**src/rtl/vga_sync_gen_if.sv**
```systemverilog
// rtl/vga_sync_gen_if.sv - raster coordinate and sync bundle from vga_sync_gen to the shape generators
interface vga_sync_gen_if;
  logic [9:0] HCount;
  logic [9:0] VCount;
  logic       hsync;
  logic       vsync;
  logic       video_on;
  logic       pixel_tick;
  logic       frame_start;

  modport master (
    output HCount, VCount, hsync, vsync, video_on, pixel_tick, frame_start
  );

  modport slave (
    input HCount, VCount, hsync, vsync, video_on, pixel_tick, frame_start
  );
endinterface

```
**src/rtl/vga_sync_gen.sv**
```systemverilog
// rtl/vga_sync_gen.sv - raster timing generator: pixel divider, H/V counters, sync/blank decode
module vga_sync_gen #(
  parameter int CLK_DIV   = 2,
  parameter int H_DISPLAY = 640,
  parameter int H_FRONT   = 16,
  parameter int H_SYNC    = 96,
  parameter int H_BACK    = 48,
  parameter int V_DISPLAY = 480,
  parameter int V_FRONT   = 10,
  parameter int V_SYNC    = 2,
  parameter int V_BACK    = 33
) (
  input  logic           clk,
  input  logic           rst_n,
  vga_sync_gen_if.master vid
);
  localparam int H_TOTAL = H_DISPLAY + H_FRONT + H_SYNC + H_BACK;
  localparam int V_TOTAL = V_DISPLAY + V_FRONT + V_SYNC + V_BACK;

  localparam logic [3:0] DIV_MAX  = 4'(CLK_DIV - 1);
  localparam logic [9:0] H_MAX    = 10'(H_TOTAL - 1);
  localparam logic [9:0] V_MAX    = 10'(V_TOTAL - 1);
  localparam logic [9:0] H_VIS    = 10'(H_DISPLAY);
  localparam logic [9:0] V_VIS    = 10'(V_DISPLAY);
  localparam logic [9:0] HS_FIRST = 10'(H_DISPLAY + H_FRONT);
  localparam logic [9:0] HS_LAST  = 10'(H_DISPLAY + H_FRONT + H_SYNC - 1);
  localparam logic [9:0] VS_FIRST = 10'(V_DISPLAY + V_FRONT);
  localparam logic [9:0] VS_LAST  = 10'(V_DISPLAY + V_FRONT + V_SYNC - 1);

  if (H_TOTAL > 1024) begin : g_h_total_check
    $error("vga_sync_gen: H_TOTAL exceeds 1024");
  end
  if (V_TOTAL > 1024) begin : g_v_total_check
    $error("vga_sync_gen: V_TOTAL exceeds 1024");
  end
  if (CLK_DIV < 1 || CLK_DIV > 16) begin : g_div_check
    $error("vga_sync_gen: CLK_DIV outside 1..16");
  end

  logic [3:0] div_cnt;
  logic [3:0] div_next;
  logic [9:0] h_next;
  logic [9:0] v_next;
  logic       in_hsync;
  logic       in_vsync;
  logic       visible;
  logic       frame_wrap;

  always_comb begin
    div_next = (div_cnt == DIV_MAX) ? 4'd0 : div_cnt + 4'd1;
  end

  // The coordinate only moves on edges where the registered tick is already high.
  always_comb begin
    h_next = vid.HCount;
    v_next = vid.VCount;
    if (vid.pixel_tick) begin
      if (vid.HCount == H_MAX) begin
        h_next = 10'd0;
        v_next = (vid.VCount == V_MAX) ? 10'd0 : vid.VCount + 10'd1;
      end else begin
        h_next = vid.HCount + 10'd1;
      end
    end
  end

  // Decode from the next-state coordinate so sync/blank switch on the same edge as the counters.
  always_comb begin
    in_hsync   = (h_next >= HS_FIRST) && (h_next <= HS_LAST);
    in_vsync   = (v_next >= VS_FIRST) && (v_next <= VS_LAST);
    visible    = (h_next < H_VIS) && (v_next < V_VIS);
    frame_wrap = vid.pixel_tick && (vid.HCount == H_MAX) && (vid.VCount == V_MAX);
  end

  always_ff @(posedge clk) begin
    if (!rst_n) begin
      div_cnt         <= 4'd0;
      vid.HCount      <= 10'd0;
      vid.VCount      <= 10'd0;
      vid.hsync       <= 1'b1;
      vid.vsync       <= 1'b1;
      vid.video_on    <= 1'b1;
      vid.pixel_tick  <= 1'b0;
      vid.frame_start <= 1'b0;
    end else begin
      div_cnt         <= div_next;
      vid.pixel_tick  <= (div_next == DIV_MAX);
      vid.HCount      <= h_next;
      vid.VCount      <= v_next;
      vid.hsync       <= !in_hsync;
      vid.vsync       <= !in_vsync;
      vid.video_on    <= visible;
      vid.frame_start <= frame_wrap;
    end
  end
endmodule

```
**src/flat_wrapper.sv**
```systemverilog
// flat-port wrapper written by rule: the top's interface ports become plain ports
module vga_sync_gen_flat 
#(
  parameter int CLK_DIV   = 2,
  parameter int H_DISPLAY = 640,
  parameter int H_FRONT   = 16,
  parameter int H_SYNC    = 96,
  parameter int H_BACK    = 48,
  parameter int V_DISPLAY = 480,
  parameter int V_FRONT   = 10,
  parameter int V_SYNC    = 2,
  parameter int V_BACK    = 33
)
  (clk, rst_n, vid_HCount, vid_VCount, vid_hsync, vid_vsync, vid_video_on, vid_pixel_tick, vid_frame_start);
  vga_sync_gen_if vid_i ();
  input  logic clk;
  input  logic rst_n;
  output wire logic [$bits(vid_i.HCount)-1:0] vid_HCount;
  output wire logic [$bits(vid_i.VCount)-1:0] vid_VCount;
  output wire logic [$bits(vid_i.hsync)-1:0] vid_hsync;
  output wire logic [$bits(vid_i.vsync)-1:0] vid_vsync;
  output wire logic [$bits(vid_i.video_on)-1:0] vid_video_on;
  output wire logic [$bits(vid_i.pixel_tick)-1:0] vid_pixel_tick;
  output wire logic [$bits(vid_i.frame_start)-1:0] vid_frame_start;
  assign vid_HCount = vid_i.HCount;
  assign vid_VCount = vid_i.VCount;
  assign vid_hsync = vid_i.hsync;
  assign vid_vsync = vid_i.vsync;
  assign vid_video_on = vid_i.video_on;
  assign vid_pixel_tick = vid_i.pixel_tick;
  assign vid_frame_start = vid_i.frame_start;
  vga_sync_gen #(.CLK_DIV(CLK_DIV), .H_DISPLAY(H_DISPLAY), .H_FRONT(H_FRONT), .H_SYNC(H_SYNC), .H_BACK(H_BACK), .V_DISPLAY(V_DISPLAY), .V_FRONT(V_FRONT), .V_SYNC(V_SYNC), .V_BACK(V_BACK)) u_core (.clk(clk), .rst_n(rst_n), .vid(vid_i));
endmodule
```
**config.mk**
```make
export PLATFORM = sky130hd
export DESIGN_NAME = vga_sync_gen_flat
export DESIGN_NICKNAME = d
export VERILOG_FILES = /design/src/rtl/vga_sync_gen_if.sv /design/src/rtl/vga_sync_gen.sv /design/src/flat_wrapper.sv
export SDC_FILE = /design/constraint.sdc
export NUM_CORES = 1
export LEC_CHECK = 0
export CORE_ASPECT_RATIO = 1.75
export CORE_MARGIN = 1
export CORE_UTILIZATION = 40
export CTS_CLUSTER_DIAMETER = 40
export DETAILED_ROUTE_END_ITERATION = 6
export PLACE_DENSITY_LB_ADDON = 0.2
export SYNTH_ARGS = -nofsm -noshare
export SYNTH_HDL_FRONTEND = slang
export SYNTH_SLANG_ARGS = --single-unit
```
**constraint.sdc**
```tcl
create_clock -name clk -period 5.6 [get_ports clk]
set_clock_uncertainty 0.1 [all_clocks]
set_input_delay 1.12 -clock clk [delete_from_list [all_inputs] [get_ports clk]]
set_output_delay 1.12 -clock clk [all_outputs]
set_load 0.02 [all_outputs]
```
# Word-level counts from Yosys, hierarchy flattened
# Cells that the tools add are included.
# word_totals
regBits,29
in_bits,2
out_inout_bits,25
word_cells,34
# op_classes
add_sub_neg,3
n_lt_le_gt_ge,6
n_eq_ne,4
n_mux,6
n_reduce_logical,7
# op_table
operator,n
10-bit two-way mux,5
10-bit by 1-bit adder with 10-bit output (second input constant),2
10-bit == test (second input constant),2
10-bit greater-or-equal comparator (second input constant),1
10-bit by 9-bit greater-or-equal comparator with 1-bit output (second input constant),1
10-bit less-or-equal comparator (second input constant),1
10-bit by 9-bit less-or-equal comparator with 1-bit output (second input constant),1
10-bit < comparator (second input constant),1
10-bit by 9-bit < comparator with 1-bit output (second input constant),1
4-bit by 1-bit == test with 1-bit output (second input constant),2
1-bit logical AND,5
4-bit by 1-bit adder with 4-bit output (second input constant),1
4-bit two-way mux,1
1-bit zero test,2

# Depth between registers and ports, before layout
# Gate-level depths: netlist (run 1).
# logic_depth
depth_word,7
mapped_depth,7
ltp_nobuf,7

# Worst setup path before layout (run 1)
# No wires, ideal clock.
# synth_path
path_type,register -> register
from,reg u_core.vid.HCount[0]
to,reg u_core.vid.vsync
setup_ns,0.139
t_arrival_ns,1.935
t_required_ns,5.361
setup_slack_ns,3.426
stages_incl_launch_ff,7
path_buffers,0
synth_period_minus_slack_ns,2.174
path_cell_list,dfxtp_1 -> ha_1 -> and4_1 -> nand4_4 -> or4_4 -> a21oi_4 -> o2111ai_2
# synth_between
elab_chain_len,6
word_cells_on_any_way,7
classes_between,2 x order compare; 1 x eq/ne; 2 x mux; 2 x reduce/logical
# synth_rtl
item,line_no,source
start: declaration,vga_sync_gen_if.sv:12,"output HCount, VCount, hsync, vsync, video_on, pixel_tick, frame_start"
start signal: assignment,vga_sync_gen.sv:88,vid.HCount <= h_next;
10-bit == test *,vga_sync_gen.sv:58,if (vid.HCount == H_MAX) begin
10-bit two-way mux *,vga_sync_gen.sv:58,
10-bit two-way mux *,vga_sync_gen.sv:57,if (vid.pixel_tick) begin
10-bit by 9-bit greater-or-equal comparator with 1-bit output or 10-bit by 9-bit less-or-equal comparator with 1-bit output (tied branches),vga_sync_gen.sv:70,in_vsync = (v_next >= VS_FIRST) && (v_next <= VS_LAST);
1-bit logical AND *,vga_sync_gen.sv:70,
1-bit zero test *,vga_sync_gen.sv:91,vid.vsync <= !in_vsync;
end signal: assignment,vga_sync_gen.sv:91,
end: declaration,vga_sync_gen_if.sv:12,
# Every way passes the cells marked *; elsewhere a longest branch is shown, timed or not.
# A chain may end at the register's enable or synchronous reset.

# Worst setup path after layout (run 1)
# layout_path
from,reg u_core.vid.HCount[8]
to,out vid_HCount[8]
# layout_rtl
item,line_no,source
end: declaration,flat_wrapper.sv:18,output wire logic [$bits(vid_i.HCount)-1:0] vid_HCount;
# No word-level cell between the ends.

==> results.txt, run 1 <==
For the worst flop-to-flop path, the logic depth is 6. The kind of path behind the tightest hold check is flip-flop to flip-flop. After the first detailed-routing iteration, the DRC count stood at 27. TritonCTS built the clock tree. For this configuration, the core starts out at a cell density of 41.4%.

The maximum number of pins on one net before global-route repair is 20. From synthesis to final layout, the design area changed by 21.9%. The max-slew headroom at the worst pin is 64.0%.

The count of nets left with antenna violations after detail routing is 0. The placeable core area came out at 3870 um2. The H-tree was split into 2 levels. The die height came out at 85.7 um. The worst path uses 50.4% of the clock period. The post-synthesis sequential element count is 29. The count of final max-slew check failures is 0. The Yosys warning count came out at 0.

The setup path with the least slack is of type flip-flop to output port. In this run the static leakage power is 0.000666 uW. Of all cell types, the one taking the most synthesized area is dfxtp_1. The arrival time at the worst endpoint came out at 1.60 ns. The setup-violating endpoint count in the final report is 0. The worst setup path is launched from a flip-flop. The floorplan die area is 4270 um2. The peak supply drop came out at 0.201 mV. Dividing the detail-routed wire length by the instance count gives 14.8 um. The post-route worst hold slack came out at 0.400 ns. Leaving out fill and tap cells, the most frequent cells in the layout are 29 x dfxtp_1, 26 x clkdlybuf4s50_1, 22 x nor2_1. The post-DP HPWL is 2.74 mm. The signal on the critical path passes through clkdlybuf4s50_1. For this run, design rule violations remaining after detail routing come to 0. The clock drives 29 sinks. The total of hold buffers inserted after clock tree synthesis is 0. The count of buffers from port buffering came out at 26. The proportion of total power due to net switching is 20.9%. The final period demand of the worst path is 2.82 ns.

In this run the clock root is driven by a clkbuf_8. Max-cap violations in this run came to 0. The length of the first detailed-routing pass in iterations is 4.

The routed via count divided by cell count came out at 5.71. The buffers inserted during post-CTS setup optimization came out at 0. The count of boundary I/O pins came out at 27. The share of total power in combinational logic is 3.3%. The clock buffer count from CTS is 5. The number of nets produced by synthesis came out at 191. The number of failing hold endpoints at the final stage came out at 0. Of the total power, registers draw 53.9%. Leaving out fill and tap cells, the most frequent cell in the layout is dfxtp_1.

At the end of the flow, the number of nets in the layout was 212. Clock-pin slew was measured on the worst setup and hold paths at 0.06 ns. The slowest cell on the critical path is clkdlybuf4s50_1.

After synthesis, the largest area contributor takes up 36.3% of total cell area. The clock passes through at most 2 buffers. The net switching component of the power came out at 82.2 uW.

The post-synthesis instance area is 1600 um2. Counting the fill cells in the layout gives 400. Setup total negative slack on the finished layout was measured at 0 ns. The number of diodes came out at 0. The fraction of the core area covered by cells at the end of the flow came out at 50.5%. The maximum fanout encountered on the critical timing path is 13. The highest attainable clock frequency is 354 MHz. The fraction of final layout cells with drive strength greater than 1 came out at 7.25%. The depth of the worst hold-timing path came out at 1. The sum of routed wire length over all layers came out at 3.78 mm. In this run, post-CTS repair resized a total of 0 instances. The routed layout has 1457 vias.

The overall routing resource usage came out at 19.3%. The die is 49.8 um wide. The synthesized instance count is 186.

The cell family contributing the most delay on the critical path is buffers and inverters. The weighted congestion reported at the end of routability-driven placement came out at 0.845. Power spread over the standard cell area amounts to 202 nW/um2. The run finished with clean final reports.

The number of rows in the core area came out at 30. The number of logic stages on the critical path including buffering is 1. The number of buffer and inverter instances along the worst setup path is 1. The initial antenna violation count is 0.

The clock latency on the worst-skew pair came out at 0.27 ns. The post-synthesis area per instance is 8.60 um2. For this run, the register share of the synthesized area comes to 36.3%. The internal power summed over all cells came out at 311 uW. The wire length of the first global-routing pass came out at 6.35 mm. The number of unique standard cell types used by synthesis is 50. Setup repair after global routing left no endpoint under its margin. The via count of the first global-routing pass is 1431. The largest single stage delay on the critical path is 0.70 ns. For the pin with the worst max-slew slack, the measured transition is 0.536 ns. In the post-synthesis netlist, the biggest area contributors are dfxtp_1 36%, nor2_1 5.2%, xor2_1 4.4%.

Per report_power, the clock group accounts for 42.8% of the total. The worst setup path is captured at an output port. For this run the aggregate overflow at the end of global routing stands at 0. The required time reported for the critical path endpoint came out at 4.38 ns.
==> worst paths after layout <==
| kind | startpoint | slack [ns] | end |
|---|---|---|---|
| setup / recovery | u_core.vid.HCount[8] | 2.78 | vid_HCount[8] |
| hold / removal | u_core.div_cnt[0] | 0.40 | u_core.div_cnt[0] |
| setup reg to reg | u_core.vid.HCount[0] | 2.92 | u_core.vid.vsync |
| hold reg to reg | u_core.div_cnt[0] | 0.40 | u_core.div_cnt[0] |
==> cell usage after synthesis, drive strengths merged <==
cell,count
a211o,1
a211oi,1
a21boi,1
a21oi,8
a22oi,1
a31oi,1
and2,3
and3,5
and4,6
buf,6
clkbuf,6
clkinv,1
dfxtp,29
ha,3
inv,3
mux2i,3
nand2,14
nand2b,2
nand3,11
nand3b,1
nand4,7
nand4b,1
nor2,22
nor3,9
nor3b,1
nor4,2
nor4b,3
o2111ai,3
o211a,1
o211ai,1
o21ai,4
o21ba,1
o221a,1
o22ai,1
o311a,1
o311ai,1
o31ai,1
o32a,1
o32ai,1
or3,2
or4,3
xnor2,5
xor2,8
==> logic make-up (layout without fill, tap and decap cells) <==
kind of cell / Yosys count / count (layout) / synth area share (%)
compound gates: 30 / 30 / 14.8
flops: 29 / 29 / 36.3
buf+inv: 16 / 37 / 4.46
simple gates: 92 / 92 / 33.2
fa+ha+maj: 3 / 3 / 2.35
xor+xnor: 13 / 13 / 7.11
mux: 3 / 3 / 1.88
==> sequential cells by signal, summed over array words and instances, names as in the netlist <==
name,cells
u_core.vid.HCount,10
u_core.vid.VCount,10
u_core.div_cnt,4
u_core.vid.frame_start,1
u_core.vid.hsync,1
u_core.vid.pixel_tick,1
u_core.vid.video_on,1
u_core.vid.vsync,1
==> layout make-up <==
cell class                      instances  area [um2]  area share, %
Multi-Input combinational cell        141         948           48.6
Inverter                                4        15.0          0.770
Sequential cell                        29         581           29.8
Tap cell                               48        60.1           3.08
Clock buffer                            7        86.3           4.43
Timing Repair Buffer                   26         260           13.3
==> per-layer routing <==
| metal | wire length (um) | global-route usage, % | up-vias | share of wire (%) |
|---|---|---|---|---|
| met1 | 1550 | 20.1 | 684 | 41 |
| met5 | 0 | 0 | - | 0 |
| met2 | 2010 | 34.2 | 37 | 53 |
| met3 | 113 | 3.90 | 9 | 3.0 |
| met4 | 103 | 12.2 | 0 | 2.7 |
| li1 | - | - | 727 | - |
==> power by group through the flow <==
stage / Sequential [uW] / Clock [uW] / Combinational [uW]
final: 212 / 168 / 13.0
after global routing: 212 / 181 / 14.3
after CTS: 212 / 175 / 13.3
after detailed placement: 217 / 0 / 13.3
after global placement: 216 / 0 / 13.1
after floorplan: 217 / 0 / 6.76
==> worst register-to-register path: cells and delay by family (launching register included) <==
family	cells	cell delay [ns]
fa+ha+maj	1	0.24
compound gates	2	0.35
flops	1	0.43
simple gates	3	1.43
==> metrics by stage <==
stage               cell area, um2  setup WS [ns]  power [uW]  instances
floorplan                     1600           3.43         224        186
global placement              1860           2.75         229        248
detailed placement            1860           2.65         230        248
CTS                           1950           2.77         400        255
global route                  1950           2.72         407        255
finish                        1950           2.78         393        255
(Power assumes the default switching activity.)
==> run 2, diff against run 1 <==
==> constraint.sdc (replaced) <==
create_clock -name clk -period 2.7 [get_ports clk]
set_clock_uncertainty 0.1 [all_clocks]
set_input_delay 0.54 -clock clk [delete_from_list [all_inputs] [get_ports clk]]
set_output_delay 0.54 -clock clk [all_outputs]
set_load 0.02 [all_outputs]
==> results.txt, run 2 (synthesized netlist as in run 1, its figures left out) <==
The sum of routed wire length over all layers is 4.03 mm (+6.6%). The weighted congestion reported at the end of routability-driven placement came out at 0.928 (+9.9%). The number of rows in the core area was 30 (unchanged). The routed via count divided by cell count came out at 5.71 (about the same). The CTS sink count came to 29 (unchanged).

The signal on the critical path passes through nor4b_4 -> nand4_4 -> or4_1 -> a21boi_1 -> o2111ai_2. The number of failing hold endpoints at the final stage is 0 (unchanged). The setup-violating endpoint count in the final report came out at 0 (unchanged). The maximum number of pins on one net before global-route repair came out at 18 (-10%). The slowest cell on the critical path is or4_1.

The post-DP HPWL is 2.93 mm (+6.9%). The initial antenna violation count came out at 0 (unchanged). The length of the first detailed-routing pass in iterations is 4 (unchanged). From synthesis to final layout, the design area changed by 23.3%.

Setup repair after global routing left no endpoint under its margin. Leaving out fill and tap cells, the most frequent cell in the layout is dfxtp_1. The maximum clock path buffer count was 2 (unchanged).

The power per unit of standard cell area was 417 nW/um2 (+110%). The flow ran to the end, and the final reports show no timing, DRC or antenna violations. The critical setup path kind is flip-flop to flip-flop. The placeable core area came out at 3870 um2 (unchanged). STA classifies the critical path endpoint as a flip-flop. The deepest level of the CTS H-tree was 2 (unchanged). The buffers inserted during post-CTS setup optimization was 0 (unchanged). The total design power came out at 823 uW (+110%). The maximum fanout encountered on the critical timing path came out at 17 (+4). The layout net count is 215 (+1.4%). The clock buffer count from CTS came out at 5 (unchanged). The die height is 85.7 um (unchanged). The total of hold buffers inserted after clock tree synthesis is 0 (unchanged). The standby leakage power came to 0.000682 uW (+2.4%). The count of boundary I/O pins came out at 27 (unchanged). The post-cts sizing count came out at 0 (unchanged). The final period demand of the worst path is 2.34 ns.

The total negative slack for setup checks is 0 ns (unchanged). The cell chosen for the clock root is clkbuf_8. The number of violations of the max-capacitance limit came out at 0 (unchanged). The wire length of the first global-routing pass came to 6.80 mm (+7.0%).

The die boundary width is 49.8 um (unchanged). The clock-pin slew reported for the worst setup and hold paths after clock tree synthesis is 0.06 ns (about the same). The ratio of final minimum period to clock period is 86.6%. The initial standard-cell utilization of the core is 41.4% (unchanged).

Based on the critical path, the design can be clocked at up to 428 MHz. The fraction of final layout cells with drive strength greater than 1 came out at 8.57% (+1.3 points). The min-delay analysis places its worst path in the category flip-flop to flip-flop. The overall routing resource usage is 20.9% (+1.6 points). The global-route congestion overflow total is 0 (unchanged). The count of nets left with antenna violations after detail routing was 0 (unchanged). The final worst setup slack came out at 0.361 ns (-2.42 ns). The total via count after detailed routing is 1474 (+1.2%). The average wire length per cell after detail routing came out at 15.6 um (+5.3%). The arrival time at the worst endpoint came to 2.38 ns (+0.78 ns). The post-detailed-route DRC marker count came out at 0 (unchanged). The delay of the slowest cell on the worst path is 0.57 ns (-0.13 ns). The clock latency on the worst-skew pair came to 0.27 ns (about the same). The setup slack after placement is 0.387 ns (-2.27 ns). The number of diodes came out at 0 (unchanged). The max-slew headroom at the worst pin came out at 66.3% (+2.3 points). The floorplan die area came out at 4270 um2 (unchanged).

The largest registers in the layout are u_core.vid.HCount: 10 flops, u_core.vid.VCount: 10 flops, u_core.div_cnt: 4 flops. The peak supply drop came to 0.308 mV (+54%). The library cells used most frequently in the layout, excluding fill and tap cells, are 29 x dfxtp_1, 26 x clkdlybuf4s50_1, 22 x nor2_1. The worst setup path is launched from a flip-flop.

The count of buffers from port buffering is 26 (unchanged). The via count of the first global-routing pass was 1469 (+2.7%). The count of final max-slew check failures came out at 0 (unchanged). The slew at the pin closest to its max-slew limit is 0.504 ns (-0.0327 ns). The count of routing violations after the opening detailed-route iteration came to 34 (+26%). TritonCTS built the clock tree. The required time reported for the critical path endpoint came out at 2.74 ns (-1.64 ns).
==> run 2: cell types whose count changed in the layout (fill, tap and decap cells not counted), sizes merged <==
cell and change:
buf +3
==> run 2: worst paths after layout <==
path	from	to	slack (ns)	cells after the start
hold / removal	u_core.div_cnt[0]	u_core.div_cnt[0]	0.40	1
hold reg to reg	u_core.div_cnt[0]	u_core.div_cnt[0]	0.40	1
setup / recovery	u_core.vid.HCount[4]	u_core.vid.vsync	0.36	5
setup reg to reg	u_core.vid.HCount[4]	u_core.vid.vsync	0.36	5
==> run 2: layout make-up <==
type | count | area, um2
fill | 383 | 1890
multi-input combinational | 141 | 948
sequential | 29 | 581
timing repair buffer | 29 | 283
clock buffer | 7 | 86.3
tap | 48 | 60.1
inverter | 4 | 15.0
==> run 2: power by group <==
| group | switching [uW] | internal, uW |
|---|---|---|
| sequential | 7.28 | 432 |
| combinational | 16.6 | 12.4 |
| clock | 153 | 202 |
| total | 177 | 646 |
==> run 2: worst max-delay path: cells and delay by family (launching register included) <==
kind            cells  cell delay (ns)
compound gates      2             0.36
flops               1             0.52
simple gates        3             1.22
==> run 2: routing by layer <==
metal	up-vias	global-route usage (%)	wire, um
met1	710	23.1	1630
li1	724	-	-
met3	5	3.37	120
met2	35	37.8	2220
met5	-	0	0
met4	0	9.61	58
==> run 2: stage by stage <==
step / instance area [um2] / util, % / instances / hold slack [ns]
global route: 1970 / 51.0 / 258 / 0.408
finish: 1970 / 51.0 / 258 / 0.397
global placement: 1890 / 48.8 / 251 / 0.359
CTS: 1970 / 51.0 / 258 / 0.398
floorplan: 1600 / - / 186 / 0.349
detailed placement: 1890 / 48.8 / 251 / 0.384
==> run 3, diff against run 2 <==
--- a/config.mk
+++ b/config.mk
@@ -5,6 +5,7 @@
 export SDC_FILE = /design/constraint.sdc
 export NUM_CORES = 1
 export LEC_CHECK = 0
+export ABC_AREA = 0
 export CORE_ASPECT_RATIO = 1.75
 export CORE_MARGIN = 1
 export CORE_UTILIZATION = 40
==> constraint.sdc (replaced) <==
create_clock -name clk -period 2.7 [get_ports clk]
set_clock_uncertainty 0.1 [all_clocks]
set_input_delay 0.405 -clock clk [delete_from_list [all_inputs] [get_ports clk]]
set_output_delay 0.405 -clock clk [all_outputs]
set_load 0.02 [all_outputs]
==> results.txt, run 3 (synthesized netlist as in run 1, its figures left out) <==
The flow ran to the end, and the final reports show no timing, DRC or antenna violations. In the layout the commonest cells are 29 x dfxtp_1, 26 x clkdlybuf4s50_1, 22 x nor2_1. Setup repair after global routing left no endpoint under its margin. The overall routing resource usage is 20.2% (-0.67 points). The kind of end point of the critical path is a flip-flop. The arrival time at the worst endpoint came to 2.38 ns (about the same).

The library cell used most frequently in the layout, excluding fill and tap cells, is dfxtp_1. The deepest level of the CTS H-tree is 2 (unchanged). The placeable core area was 3870 um2 (unchanged). In this run the worst hold path is classified as flip-flop to flip-flop. The logic depth of the worst register-to-register path is 5 (unchanged). The CTS sink count is 29 (unchanged). The cell total after placement is 252 (+0.40%). The slew at the pin closest to its max-slew limit came out at 0.530 ns (+0.0264 ns). The setup-violating endpoint count in the final report is 0 (unchanged). The fraction of the core area covered by cells at the end of the flow is 51.2% (+0.19 points). The final worst setup slack is 0.348 ns (-0.0130 ns). The register-to-register setup slack is 0.35 ns (about the same). The CTS tree is yes. The depth of the worst hold-timing path came out at 1 (unchanged). The post-detailed-route DRC marker count came out at 0 (unchanged).

The number of failing hold endpoints at the final stage came out at 0 (unchanged). The startpoint identified for the worst hold timing path is u_core.div_cnt[0]. The fraction of final layout cells with drive strength greater than 1 came to 9.00% (+0.43 points).

The relative area change from synthesis to final layout came out at 23.8%. The number of filler instances in the final layout came out at 384 (+0.26%). The count of buffers from port buffering came to 26 (unchanged).

The die height came out at 85.7 um (unchanged). The count of boundary I/O pins was 27 (unchanged). The startpoint of the worst-slack reg-to-reg timing path is u_core.vid.HCount[4]. The post-DP HPWL came out at 2.94 mm (+0.23%). The global-route congestion overflow total is 0 (unchanged). The count of nets left with antenna violations after detail routing came out at 0 (unchanged). The critical setup path kind is flip-flop to flip-flop.

The post-cts sizing count is 0 (unchanged). The critical path goes through nor4b_4 -> nand4_4 -> or4_1 -> a21boi_1 -> o2111ai_2. The final period demand of the worst path came out at 2.35 ns (+0.0130 ns). The ratio of final minimum period to clock period came out at 87.1% (+0.48 points). The placed cell area is 1890 um2 (+0.40%). The maximum clock path buffer count was 2 (unchanged). The sum of routed wire length over all layers is 3.93 mm (-2.3%). The capture point of the worst reg-to-reg path is u_core.vid.vsync. The highest attainable clock frequency is 425 MHz (-0.55%). The number of standard cells in the layout, taps in and fillers out came out at 259 (+0.39%). The clock latency on the worst-skew pair is 0.27 ns (about the same). The average wire length per cell after detail routing is 15.2 um (-2.7%). The layout net count is 216 (+0.47%). The number of violations of the max-capacitance limit is 0 (unchanged). The maximum number of pins on one net before global-route repair is 18 (unchanged). The via count of the first global-routing pass is 1360 (-7.4%). The largest registers in the layout are u_core.vid.HCount: 10 flops, u_core.vid.VCount: 10 flops, u_core.div_cnt: 4 flops. The initial standard-cell utilization of the core is 41.4% (unchanged). The clock buffer count from CTS is 5 (unchanged). STA classifies the critical path startpoint as a flip-flop. The standby leakage power was 0.000687 uW (+0.80%). The total via count after detailed routing is 1496 (+1.5%).

The peak supply drop is 0.413 mV (+34%). The buffers inserted during post-CTS setup optimization came out at 0 (unchanged). The power per unit of standard cell area is 410 nW/um2 (-1.8%). The delay of the slowest cell on the worst path came to 0.57 ns (about the same).

The max-slew headroom at the worst pin was 64.5% (-1.8 points). Among all stages on the critical path, the largest delay is contributed by or4_1. The floorplan die area came out at 4270 um2 (unchanged). The count of final max-slew check failures is 0 (unchanged). The clock-pin slew reported for the worst setup and hold paths after clock tree synthesis is 0.05 ns (about the same).

The count of routing violations after the opening detailed-route iteration is 32 (-5.9%). The number of rows in the core area is 30 (unchanged). The initial antenna violation count is 0 (unchanged). The required time reported for the critical path endpoint is 2.73 ns (about the same). The number of diodes was 0 (unchanged). The post-route cell area was 1980 um2 (+0.38%). The routed via count divided by cell count was 5.78 (+1.1%). Clock tree synthesis selected as its root buffer the cell clkbuf_8.

The maximum fanout encountered on the critical timing path came out at 17 (unchanged). The path with the worst hold slack has its endpoint at u_core.div_cnt[0]. The total negative slack for setup checks came to 0 ns (unchanged).

The length of the first detailed-routing pass in iterations is 4 (unchanged). The total of hold buffers inserted after clock tree synthesis came out at 0 (unchanged). The weighted congestion reported at the end of routability-driven placement is 0.915 (-1.5%). The setup slack after placement is 0.377 ns (-0.0102 ns).

The die boundary width came to 49.8 um (unchanged). The wire length of the first global-routing pass is 6.56 mm (-3.5%).
## run 3: layout make-up
class,count,area (um2),share of cell area (%)
multi-input combinational,141,948,47.9
sequential,29,581,29.3
clock buffer,7,86.3,4.36
timing repair buffer,30,290,14.7
inverter,4,15.0,0.758
tap,48,60.1,3.03
## run 3: worst max path at each step
stage / from / to / slack [ns] / depth (start not counted)
2_1_floorplan: u_core.vid.HCount[0] / u_core.vid.vsync / 0.53 / 6
3_3_place_gp: u_core.vid.HCount[0] / u_core.vid.vsync / 0.45 / 6
3_5_place_dp: u_core.vid.HCount[4] / u_core.vid.vsync / 0.38 / 5
4_1_cts: u_core.vid.HCount[0] / u_core.vid.vsync / 0.37 / 6
5_1_grt: u_core.vid.HCount[0] / u_core.vid.vsync / 0.23 / 6
6_report: u_core.vid.HCount[4] / u_core.vid.vsync / 0.35 / 5
## run 3: where the power goes
part           switching [uW]  total [uW]  internal [uW]
clock network             142         343            201
registers                7.32         440            433
logic                    16.1        28.4           12.3
total                     165         811            646
## run 3: per-stage QoR
| stage | power, uW | hold slack (ns) |
|---|---|---|
| after floorplan | 464 | 0.349 |
| after global placement | 477 | 0.358 |
| after detailed placement | 478 | 0.386 |
| after CTS | 824 | 0.399 |
| after global routing | 851 | 0.416 |
| final | 811 | 0.393 |
## run 3: per-layer routing
metal | wire length, um | vias to the layer above | track usage (%) | part of all wire (%)
met1 | 1550 | 710 | 21.6 | 39
met4 | 149 | 0 | 12.2 | 3.8
li1 | - | 727 | - | -
met2 | 2110 | 45 | 35.6 | 54
met5 | 0 | - | 0 | 0
met3 | 121 | 14 | 3.90 | 3.1
## run 3: worst max-delay path, delay by kind of cell (launching register included)
kind            cells  cell delay (ns)
flops               1             0.51
compound gates      2             0.36
simple gates        3             1.24
